$ cat config.mk
export PLATFORM = sky130hd
export DESIGN_NAME = ibex_core_event_recorder
export DESIGN_NICKNAME = d
export VERILOG_FILES = /design/src/rtl/ibex_event_rec_pkg.sv /design/src/rtl/ibex_event_rec_fifo.sv /design/src/rtl/ibex_core_event_recorder.sv
export SDC_FILE = /design/constraint.sdc
export NUM_CORES = 1
export LEC_CHECK = 0
export CAP_MARGIN = 40
export CORE_MARGIN = 2
export CORE_UTILIZATION = 50
export CTS_CLUSTER_DIAMETER = 40
export DETAILED_ROUTE_END_ITERATION = 12
export PLACE_DENSITY = 0.75
export REMOVE_ABC_BUFFERS = 1
export SLEW_MARGIN = 40
export SYNTH_ARGS = -nofsm -noshare
export SYNTH_HDL_FRONTEND = slang
export SYNTH_SLANG_ARGS = --single-unit
$ cat constraint.sdc
create_clock -name clk_i -period 3.2 [get_ports clk_i]
set_input_delay 0.64 -clock clk_i [delete_from_list [all_inputs] [get_ports clk_i]]
set_output_delay 0.64 -clock clk_i [all_outputs]
set_load 0.02 [all_outputs]
$ cat src/rtl/ibex_event_rec_pkg.sv
// Shared definitions for the core event recorder: event bit positions,
// record layout and the privilege level the recorder resets to.
package ibex_event_rec_pkg;

    localparam int EV_ILLEGAL     = 0;
    localparam int EV_ECALL       = 1;
    localparam int EV_WFI         = 2;
    localparam int EV_EBREAK      = 3;
    localparam int EV_DRET        = 4;
    localparam int EV_MRET        = 5;
    localparam int EV_SLEEP_ENTRY = 6;
    localparam int EV_SLEEP_EXIT  = 7;
    localparam int EV_W           = 8;

    localparam int TS_W_DEFAULT = 16;

    localparam logic [1:0] PRIV_LVL_M = 2'b11;
    localparam logic [1:0] PRIV_LVL_U = 2'b00;

    // Layout at the default timestamp width; other widths use event_rec_width().
    typedef struct packed {
        logic                    lost;
        logic [1:0]              priv;
        logic [EV_W-1:0]         mask;
        logic [TS_W_DEFAULT-1:0] ts;
    } event_rec_t;

    function automatic int unsigned event_rec_width(input int unsigned ts_w);
        return 1 + 2 + EV_W + ts_w;
    endfunction

endpackage

$ cat src/rtl/ibex_event_rec_fifo.sv
// Generic synchronous FIFO with separately tracked level; clear beats push/pop.
// A push while full is accepted only when a pop happens in the same cycle.
module ibex_event_rec_fifo #(
    parameter int unsigned Depth = 8,
    parameter int unsigned Width = 27
) (
    input  logic                     clk_i,
    input  logic                     rst_ni,
    input  logic                     clear_i,
    input  logic                     push_i,
    input  logic [Width-1:0]         wdata_i,
    input  logic                     pop_i,
    output logic [Width-1:0]         rdata_o,
    output logic                     full_o,
    output logic                     empty_o,
    output logic [$clog2(Depth):0]   level_o
);

    localparam int unsigned PtrW = $clog2(Depth);
    localparam int unsigned LvlW = PtrW + 1;

    logic [Width-1:0] mem_q [Depth];
    logic [PtrW-1:0]  wr_ptr_q, wr_ptr_d;
    logic [PtrW-1:0]  rd_ptr_q, rd_ptr_d;
    logic [LvlW-1:0]  level_q, level_d;
    logic             push_ok, pop_ok;

    assign empty_o = (level_q == '0);
    assign full_o  = (level_q == LvlW'(Depth));
    assign pop_ok  = pop_i & ~empty_o;
    assign push_ok = push_i & (~full_o | pop_ok);

    always_comb begin
        wr_ptr_d = wr_ptr_q;
        rd_ptr_d = rd_ptr_q;
        level_d  = level_q;
        if (clear_i) begin
            wr_ptr_d = '0;
            rd_ptr_d = '0;
            level_d  = '0;
        end else begin
            if (push_ok) wr_ptr_d = wr_ptr_q + PtrW'(1);
            if (pop_ok)  rd_ptr_d = rd_ptr_q + PtrW'(1);
            level_d = level_q + LvlW'(push_ok) - LvlW'(pop_ok);
        end
    end

    always_ff @(posedge clk_i or negedge rst_ni) begin
        if (!rst_ni) begin
            wr_ptr_q <= '0;
            rd_ptr_q <= '0;
            level_q  <= '0;
        end else begin
            wr_ptr_q <= wr_ptr_d;
            rd_ptr_q <= rd_ptr_d;
            level_q  <= level_d;
        end
    end

    // Storage needs no reset: the read port is forced to zero whenever empty.
    always_ff @(posedge clk_i) begin
        if (push_ok && !clear_i) mem_q[wr_ptr_q] <= wdata_i;
    end

    assign rdata_o = empty_o ? '0 : mem_q[rd_ptr_q];
    assign level_o = level_q;

endmodule

$ cat src/rtl/ibex_core_event_recorder.sv
// Turns per-cycle core event pulses into timestamped records, buffers them and
// streams them out; overflow is counted and flagged on the next accepted record.
module ibex_core_event_recorder import ibex_event_rec_pkg::*; #(
    parameter int unsigned Depth = 8,
    parameter int unsigned TsW   = 16,
    parameter int unsigned DropW = 8
) (
    input  logic                                clk_i,
    input  logic                                rst_ni,
    input  logic                                enable_i,
    input  logic                                clear_i,
    input  logic                                illegal_instr_i,
    input  logic                                ecall_i,
    input  logic                                wfi_i,
    input  logic                                ebreak_i,
    input  logic                                dret_i,
    input  logic                                mret_i,
    input  logic                                core_sleep_i,
    input  logic [1:0]                          priv_mode_i,
    output logic                                rec_valid_o,
    input  logic                                rec_ready_i,
    output logic [event_rec_width(TsW)-1:0]     rec_o,
    output logic [DropW-1:0]                    drop_cnt_o,
    output logic [$clog2(Depth):0]              fifo_level_o
);

    localparam int unsigned RecW = event_rec_width(TsW);

    logic [TsW-1:0]   ts_q, ts_d;
    logic             sleep_q, sleep_d;
    logic [1:0]       priv_q, priv_d;
    logic             lost_q, lost_d;
    logic [DropW-1:0] drop_cnt_q, drop_cnt_d;

    logic [EV_W-1:0]  ev_mask;
    logic [RecW-1:0]  rec_new;
    logic             push_req, pop, accept, drop;
    logic             fifo_full, fifo_empty;

    always_comb begin
        ev_mask                 = '0;
        ev_mask[EV_ILLEGAL]     = illegal_instr_i;
        ev_mask[EV_ECALL]       = ecall_i;
        ev_mask[EV_WFI]         = wfi_i;
        ev_mask[EV_EBREAK]      = ebreak_i;
        ev_mask[EV_DRET]        = dret_i;
        ev_mask[EV_MRET]        = mret_i;
        ev_mask[EV_SLEEP_ENTRY] = core_sleep_i & ~sleep_q;
        ev_mask[EV_SLEEP_EXIT]  = ~core_sleep_i & sleep_q;
    end

    assign push_req = enable_i & ((ev_mask != '0) | (priv_mode_i != priv_q));
    assign pop      = rec_valid_o & rec_ready_i;
    // A full FIFO still takes the record when the head leaves in the same cycle.
    assign accept   = push_req & (~fifo_full | pop);
    assign drop     = push_req & fifo_full & ~pop;
    assign rec_new  = {lost_q, priv_mode_i, ev_mask, ts_q};

    always_comb begin
        ts_d       = ts_q + TsW'(1);
        sleep_d    = core_sleep_i;
        priv_d     = priv_mode_i;
        lost_d     = lost_q;
        drop_cnt_d = drop_cnt_q;
        if (clear_i) begin
            ts_d       = '0;
            sleep_d    = 1'b0;
            priv_d     = PRIV_LVL_M;
            lost_d     = 1'b0;
            drop_cnt_d = '0;
        end else if (drop) begin
            lost_d = 1'b1;
            if (~&drop_cnt_q) drop_cnt_d = drop_cnt_q + DropW'(1);
        end else if (accept) begin
            lost_d = 1'b0;
        end
    end

    always_ff @(posedge clk_i or negedge rst_ni) begin
        if (!rst_ni) begin
            ts_q       <= '0;
            sleep_q    <= 1'b0;
            priv_q     <= PRIV_LVL_M;
            lost_q     <= 1'b0;
            drop_cnt_q <= '0;
        end else begin
            ts_q       <= ts_d;
            sleep_q    <= sleep_d;
            priv_q     <= priv_d;
            lost_q     <= lost_d;
            drop_cnt_q <= drop_cnt_d;
        end
    end

    ibex_event_rec_fifo #(
        .Depth (Depth),
        .Width (RecW)
    ) u_fifo (
        .clk_i   (clk_i),
        .rst_ni  (rst_ni),
        .clear_i (clear_i),
        .push_i  (accept),
        .wdata_i (rec_new),
        .pop_i   (pop),
        .rdata_o (rec_o),
        .full_o  (fifo_full),
        .empty_o (fifo_empty),
        .level_o (fifo_level_o)
    );

    assign rec_valid_o = ~fifo_empty;
    assign drop_cnt_o  = drop_cnt_q;

endmodule

Word level (Yosys, flattened, before mapping):

Memory sizes are Yosys's and may differ from the RTL's.
Cells that the tools add are included.

* flip-flop bits (word level): 38
* memory bits (writable): 216
* input bits: 14
* output and inout port bits: 40
* logic and storage cells: 62
* memories: 1

* add/subtract/negate cells: 6
* equal/unequal tests: 3
* multiplexer cells: 17
* bitwise logic cells: 17
* reductions and logical operators: 10

Memories
* u_fifo.mem_q: words 8, bits a word 27, read ports 1, clocked after memory_dff 0, write ports 1, RTL line ibex_event_rec_fifo.sv:22 `logic [Width-1:0] mem_q [Depth];`

Operator list (number)
* $mux W27: 1
* $mux W8: 3
* $add A16 B1 Y16 const B: 1
* $mux W16: 1
* $mux W3: 4
* $and A1 B1 Y1: 9
* $add A8 B1 Y8 const B: 1
* $reduce_and A8 Y1: 1
* $reduce_bool A8 Y1: 1
* $add A3 B1 Y3 const B: 2
* $mux W1: 6
* $reduce_bool A2 Y1: 3
* $not A1 Y1: 5
* $add A4 B1 Y4: 1
* $eq A4 B4 Y1 const B: 1
* $logic_not A4 Y1: 1
* $mux W4: 1
* $sub A4 B1 Y4: 1
* $or A1 B1 Y1: 3
* $reduce_bool A3 Y1: 1
* $mux W2: 1
* $ne A2 B2 Y1: 1
* $ne A2 B2 Y1 const B: 1
* $reduce_and A2 Y1: 1
* other kinds (2): 2

Logic depth before layout (Yosys ltp):

* depth in word-level cells: 10
* gate-level depth with buffers: 14
* mapped depth without buffers: 12

Cells and area by module:

From an unflattened synthesis, not the netlist that was laid out.

* cells, all modules: 542
* area, all modules: 10266.1 µm²

By module, submodules not included
* ibex_event_rec_fifo: instances 1, cells each 394, area each 8788.4 µm², seq. area each 6736.5 µm²
* ibex_core_event_recorder: instances 1, cells each 148, area each 1477.7 µm², seq. area each 703.2 µm²

Least setup slack after synthesis:

Ideal clock, no wire load.

* path type: input to register
* start: input core_sleep_i
* end: memory u_fifo.mem_q[0][0], enable pin
* setup time: 0.445 ns
* arrival: 3.352 ns
* required time: 2.755 ns
* slack: -0.597 ns
* cell stages on the path: 6
* buffers on the path: 0
* cell sequence: inv_1 > ha_1 > or4b_4 > o41a_2 > nand3b_1 > nor3_1

* longest elaborated chain between the ends: 10
* elaborated cells on any way between the ends: 11
* those cells by class: mux: 2; bitwise: 7; reduce/logical: 2

Ends and longest elaborated chain
* start, declared: RTL line ibex_core_event_recorder.sv:18 `input logic core_sleep_i,`
* $not A1 Y1: RTL line ibex_core_event_recorder.sv:49 `ev_mask[EV_SLEEP_EXIT] = ~core_sleep_i & sleep_q;`
* $and A1 B1 Y1: RTL line ibex_core_event_recorder.sv:49
* $reduce_bool A8 Y1 (*): RTL line ibex_core_event_recorder.sv:52 `assign push_req = enable_i & ((ev_mask != '0) | (priv_mode_i != priv_q));`
* $or A1 B1 Y1 (*): RTL line ibex_core_event_recorder.sv:52
* $and A1 B1 Y1 (*): RTL line ibex_core_event_recorder.sv:52
* $and A1 B1 Y1 (*): RTL line ibex_core_event_recorder.sv:55 `assign accept = push_req & (~fifo_full | pop);`
* $and A1 B1 Y1 (*): RTL line ibex_event_rec_fifo.sv:31 `assign push_ok = push_i & (~full_o | pop_ok);`
* $logic_and A1 B1 Y1 (*): RTL line ibex_event_rec_fifo.sv:62 `if (push_ok && !clear_i) mem_q[wr_ptr_q] <= wdata_i;`
* $mux W1 (*): RTL line ibex_event_rec_fifo.sv:62
* $mux W1 (implied by the code) (*): RTL line ibex_event_rec_fifo.sv:62
* end, declared: RTL line ibex_event_rec_fifo.sv:22

Mark *: on every way between the ends. The rest lies on a longest branch, timed or not.

Worst setup path after layout:

* start: register u_fifo.rd_ptr_q[0]
* end: output rec_o[26]

* longest elaborated chain between the ends: 2

Ends and longest elaborated chain
* start, declared: RTL line ibex_event_rec_fifo.sv:24 `logic [PtrW-1:0] rd_ptr_q, rd_ptr_d;`
* start signal, assigned: RTL line ibex_event_rec_fifo.sv:55 `rd_ptr_q <= rd_ptr_d;`
* $mem_v2 Z8 W27
* $mux W27: RTL line ibex_event_rec_fifo.sv:65 `assign rdata_o = empty_o ? '0 : mem_q[rd_ptr_q];`
* end, declared: RTL line ibex_core_event_recorder.sv:22 `output logic [event_rec_width(TsW)-1:0] rec_o,`

Every way passes these cells.

==> flow_metrics.py <==
metrics = {
    "status": {
        "outcome": "finished, final reports clean",
    },
    "logic_synthesis": {
        "synthXorXnorAreaFrac_pct": 1.450,
        "synth_top_family_by_area": "multiplexers",
        "synth-compound-area-share_pct": 1.852,
        "synth-seq-area-share_pct": 72.46,
        "synth_cells": 559,
        "ys.flop_type": "edfxtp_1",
        "async_flop_share_pct": 14.96,
        "synth-simple-area-share_pct": 5.971,
        "synth_edf_count": 216,
        "synthAdderAreaFrac_pct": 1.657,
        "ys_types": 46,
        "yosys_warnings": 0,
        "synth_area_per_cell_um2": 18.37,
        "ys_ff_latch": 254,
        "syn_area_um2": 10270,
        "synthMuxAreaShare_pct": 15.01,
    },
    "cells_and_area": {
        "area_growth_syn_to_layout_pct": 21.14,
        "num-fill-cells": 1402,
        "drive_gt1_share_pct": 24.26,
        "fin_cells": 942,
        "final_common_cell": "edfxtp_1",
        "nets": 678,
        "diodes": 0,
        "seq_area_um2": 7446,
        "multiInputGateArea_um2": 2689,
        "fin_area_um2": 12440,
        "final_cell_mix": "edfxtp_1, mux4_2, nor2_1",
    },
    "power": {
        "ir_drop_mv": 0.5118,
        "power.density_nw_per_um2": 751.9,
        "sequentialPowerShare_pct": 40.7,
        "p_int_mw": 6.764,
        "power_switching_mw": 2.588,
        "p_leak_nw": 4.254,
        "swShare_pct": 27.67,
        "power_frac_clock_pct": 35.2,
        "p_comb_share_pct": 24.0,
    },
    "global_routing": {
        "grt_max_degree": 44,
        "grt_pass1_vias": 5666,
        "antenna_found_initial": 0,
        "grt_pass1_wl_um": 32520,
        "grt_use_total_pct": 19.53,
        "grt-ovfl-total": 0,
    },
    "sta": {
        "drv_slew": 0,
        "finalClockSkew_ns": 0.02201,
        "fin_ws_ns": 0.07060,
        "tightestPinTransition_ns": 0.8036,
        "finalSetupViolations": 0,
        "grt_setup_unrepaired": "no",
        "maxSlewHeadroom_pct": 46.19,
        "timing.final.crit_share_pct": 97.79,
        "timing.fmax_mhz": 319.6,
        "finalHoldViolCount": 0,
        "min_period_ns": 3.129,
        "tns_ns": 0,
    },
    "clocking": {
        "cts_setup_buffers": 0,
        "clk-insertion-delay-late_ns": 0.54,
        "cts_tree": "done",
        "cts.sinks": 254,
        "clk_root_buffer_cell": "clkbuf_16",
        "htreeDepth": 1,
        "cts_made_buffers": 29,
        "clockBufferDepth": 3,
        "clk_pin_slew_worst_paths_ns": 0.06,
        "ctsHoldBuffers": 0,
    },
    "placed_design": {
        "placedInstanceArea_um2": 11450,
        "io_buffers": 53,
        "routabilityCongestion": 0.7795,
        "dp_slack_ns": -0.1390,
        "placed_cells": 889,
        "hpwl_um": 12390,
    },
    "floorplanning": {
        "die_w_um": 147.3,
        "core_area_um2": 20170,
        "die_area_um2": 21700,
        "fp-row-count": 52,
        "start_util_pct": 50.91,
        "die_h_um": 147.3,
        "io_pins": 54,
    },
    "routing": {
        "initialDrtViolationCount": 458,
        "ant_nets": 0,
        "vias": 5366,
        "post_drt_wl_per_cell_um": 21.69,
        "wl_um": 20430,
        "dr.pass1.iters": 4,
        "route.detailed.drc": 0,
        "vias_per_cell": 5.696,
    },
    "worst_setup_path": {
        "cp_max_fo": 18,
        "crit_type": "register to primary output",
        "cp.required_ns": 2.56,
        "start_kind": "register",
        "end_kind": "primary output",
        "arrival_ns": 2.49,
        "rr_worst_depth": 12,
    },
    "job": {
        "cap_violations": 0,
    },
    "hold_path": {
        "hold_class": "input port to async pin",
    },
}
-- per-stage QoR --
stage	power, mW	util, %	hold WS (ns)
2_1_floorplan	5.303	-	0.3444
3_3_place_gp	6.186	56.74	0.5617
3_5_place_dp	6.231	56.76	0.5772
4_1_cts	9.448	61.65	0.08180
5_1_grt	9.726	61.67	0.1019
6_report	9.352	61.67	0.07083
-- worst paths after layout --
| check | start | end | slack (ns) |
|---|---|---|---|
| setup / recovery | u_fifo.rd_ptr_q[0] | rec_o[26] | 0.07 |
| hold / removal | rst_ni | ts_q[10] | 0.07 |
| setup reg to reg | u_fifo.level_o[2] | u_fifo.level_o[2] | 0.45 |
| hold reg to reg | u_fifo.wr_ptr_q[0] | u_fifo.wr_ptr_q[0] | 0.59 |
| max in group asynchronous | rst_ni | u_fifo.rd_ptr_q[2] | 2.72 |
| min in group clk_i | u_fifo.wr_ptr_q[0] | u_fifo.wr_ptr_q[0] | 0.59 |
-- logic make-up after synthesis --
| family | Yosys count |
|---|---|
| xor gates and xnor gates | 17 |
| buffers and inverters | 39 |
| AOI/OAI and AO/OA | 27 |
| DFF | 254 |
| adders and majority gates | 13 |
| muxes | 86 |
| and+or+nand+nor | 123 |
-- flip-flops by register name (all words and copies together) (netlist names) --
name	count
priv_q	2
ts_q	16
drop_cnt_o	8
u_fifo.rd_ptr_q	3
u_fifo.level_o	4
sleep_q	1
u_fifo.wr_ptr_q	3
lost_q	1
u_fifo.mem_q	216
-- layer usage --
| layer | vias up | track usage [%] | routed length (µm) |
|---|---|---|---|
| met3 | 30 | 3.075 | 1337 |
| met2 | 206 | 31.07 | 9864 |
| met1 | 2745 | 28.91 | 8942 |
| met4 | 0 | 4.712 | 286 |
| met5 | - | 0 | 0 |
| li1 | 2385 | - | - |
-- layout make-up --
type / count / area share (%)
Multi-Input combinational cell: 266 / 21.62
Tap cell: 270 / 2.716
Sequential cell: 254 / 59.86
Clock inverter: 22 / 2.002
Clock buffer: 30 / 5.865
Inverter: 13 / 0.3923
Timing Repair Buffer: 87 / 7.545
-- cell usage after synthesis, types with 3 or more instances --
master    number  share of area [%]
edfxtp_1     216                 63
nor2_1        59                2.2
mux4_2        54                 12
dfrtp_1       36                8.8
mux2i_1       28                2.7
clkbuf_1      15               0.55
inv_1         13               0.48
a21oi_1       12               0.58
ha_1          12                1.5
nand3_1       12               0.58
xnor2_1       12                1.0
buf_2          8               0.39
nand2_1        8               0.29
nor2b_1        7               0.43
nor4_1         6               0.37
nand2b_1       5               0.30
nor3_1         5               0.24
xor2_1         5               0.43
o21ai_0        4               0.19
mux2_1         3               0.33
nand4_1        3               0.18
o31ai_1        3               0.22
or4_2          3               0.26
-- power by group through the flow --
stage | Sequential (mW) | Clock (mW) | Combinational (mW)
after floorplan | 4.01 | 0 | 1.29
after global placement | 3.85 | 0 | 2.34
after detailed placement | 3.86 | 0 | 2.37
after CTS | 3.80 | 3.34 | 2.30
after global routing | 3.82 | 3.48 | 2.43
final | 3.81 | 3.30 | 2.25
-- critical path, stage by stage (launching register included) --
cell and delay [ns]:
dfrtp_4 0.52, buf_12 0.21, mux4_2 0.55, mux2i_1 0.23
nor2_1 0.09, dlygate4sd2_1 0.34
-- repair_timing --
action                     in CTS  in global routing
gates cloned                    1                  0
gates resized for setup        26                  4
setup endpoints to repair      22                  6
No activity file was read; power rests on OpenSTA's default activity.
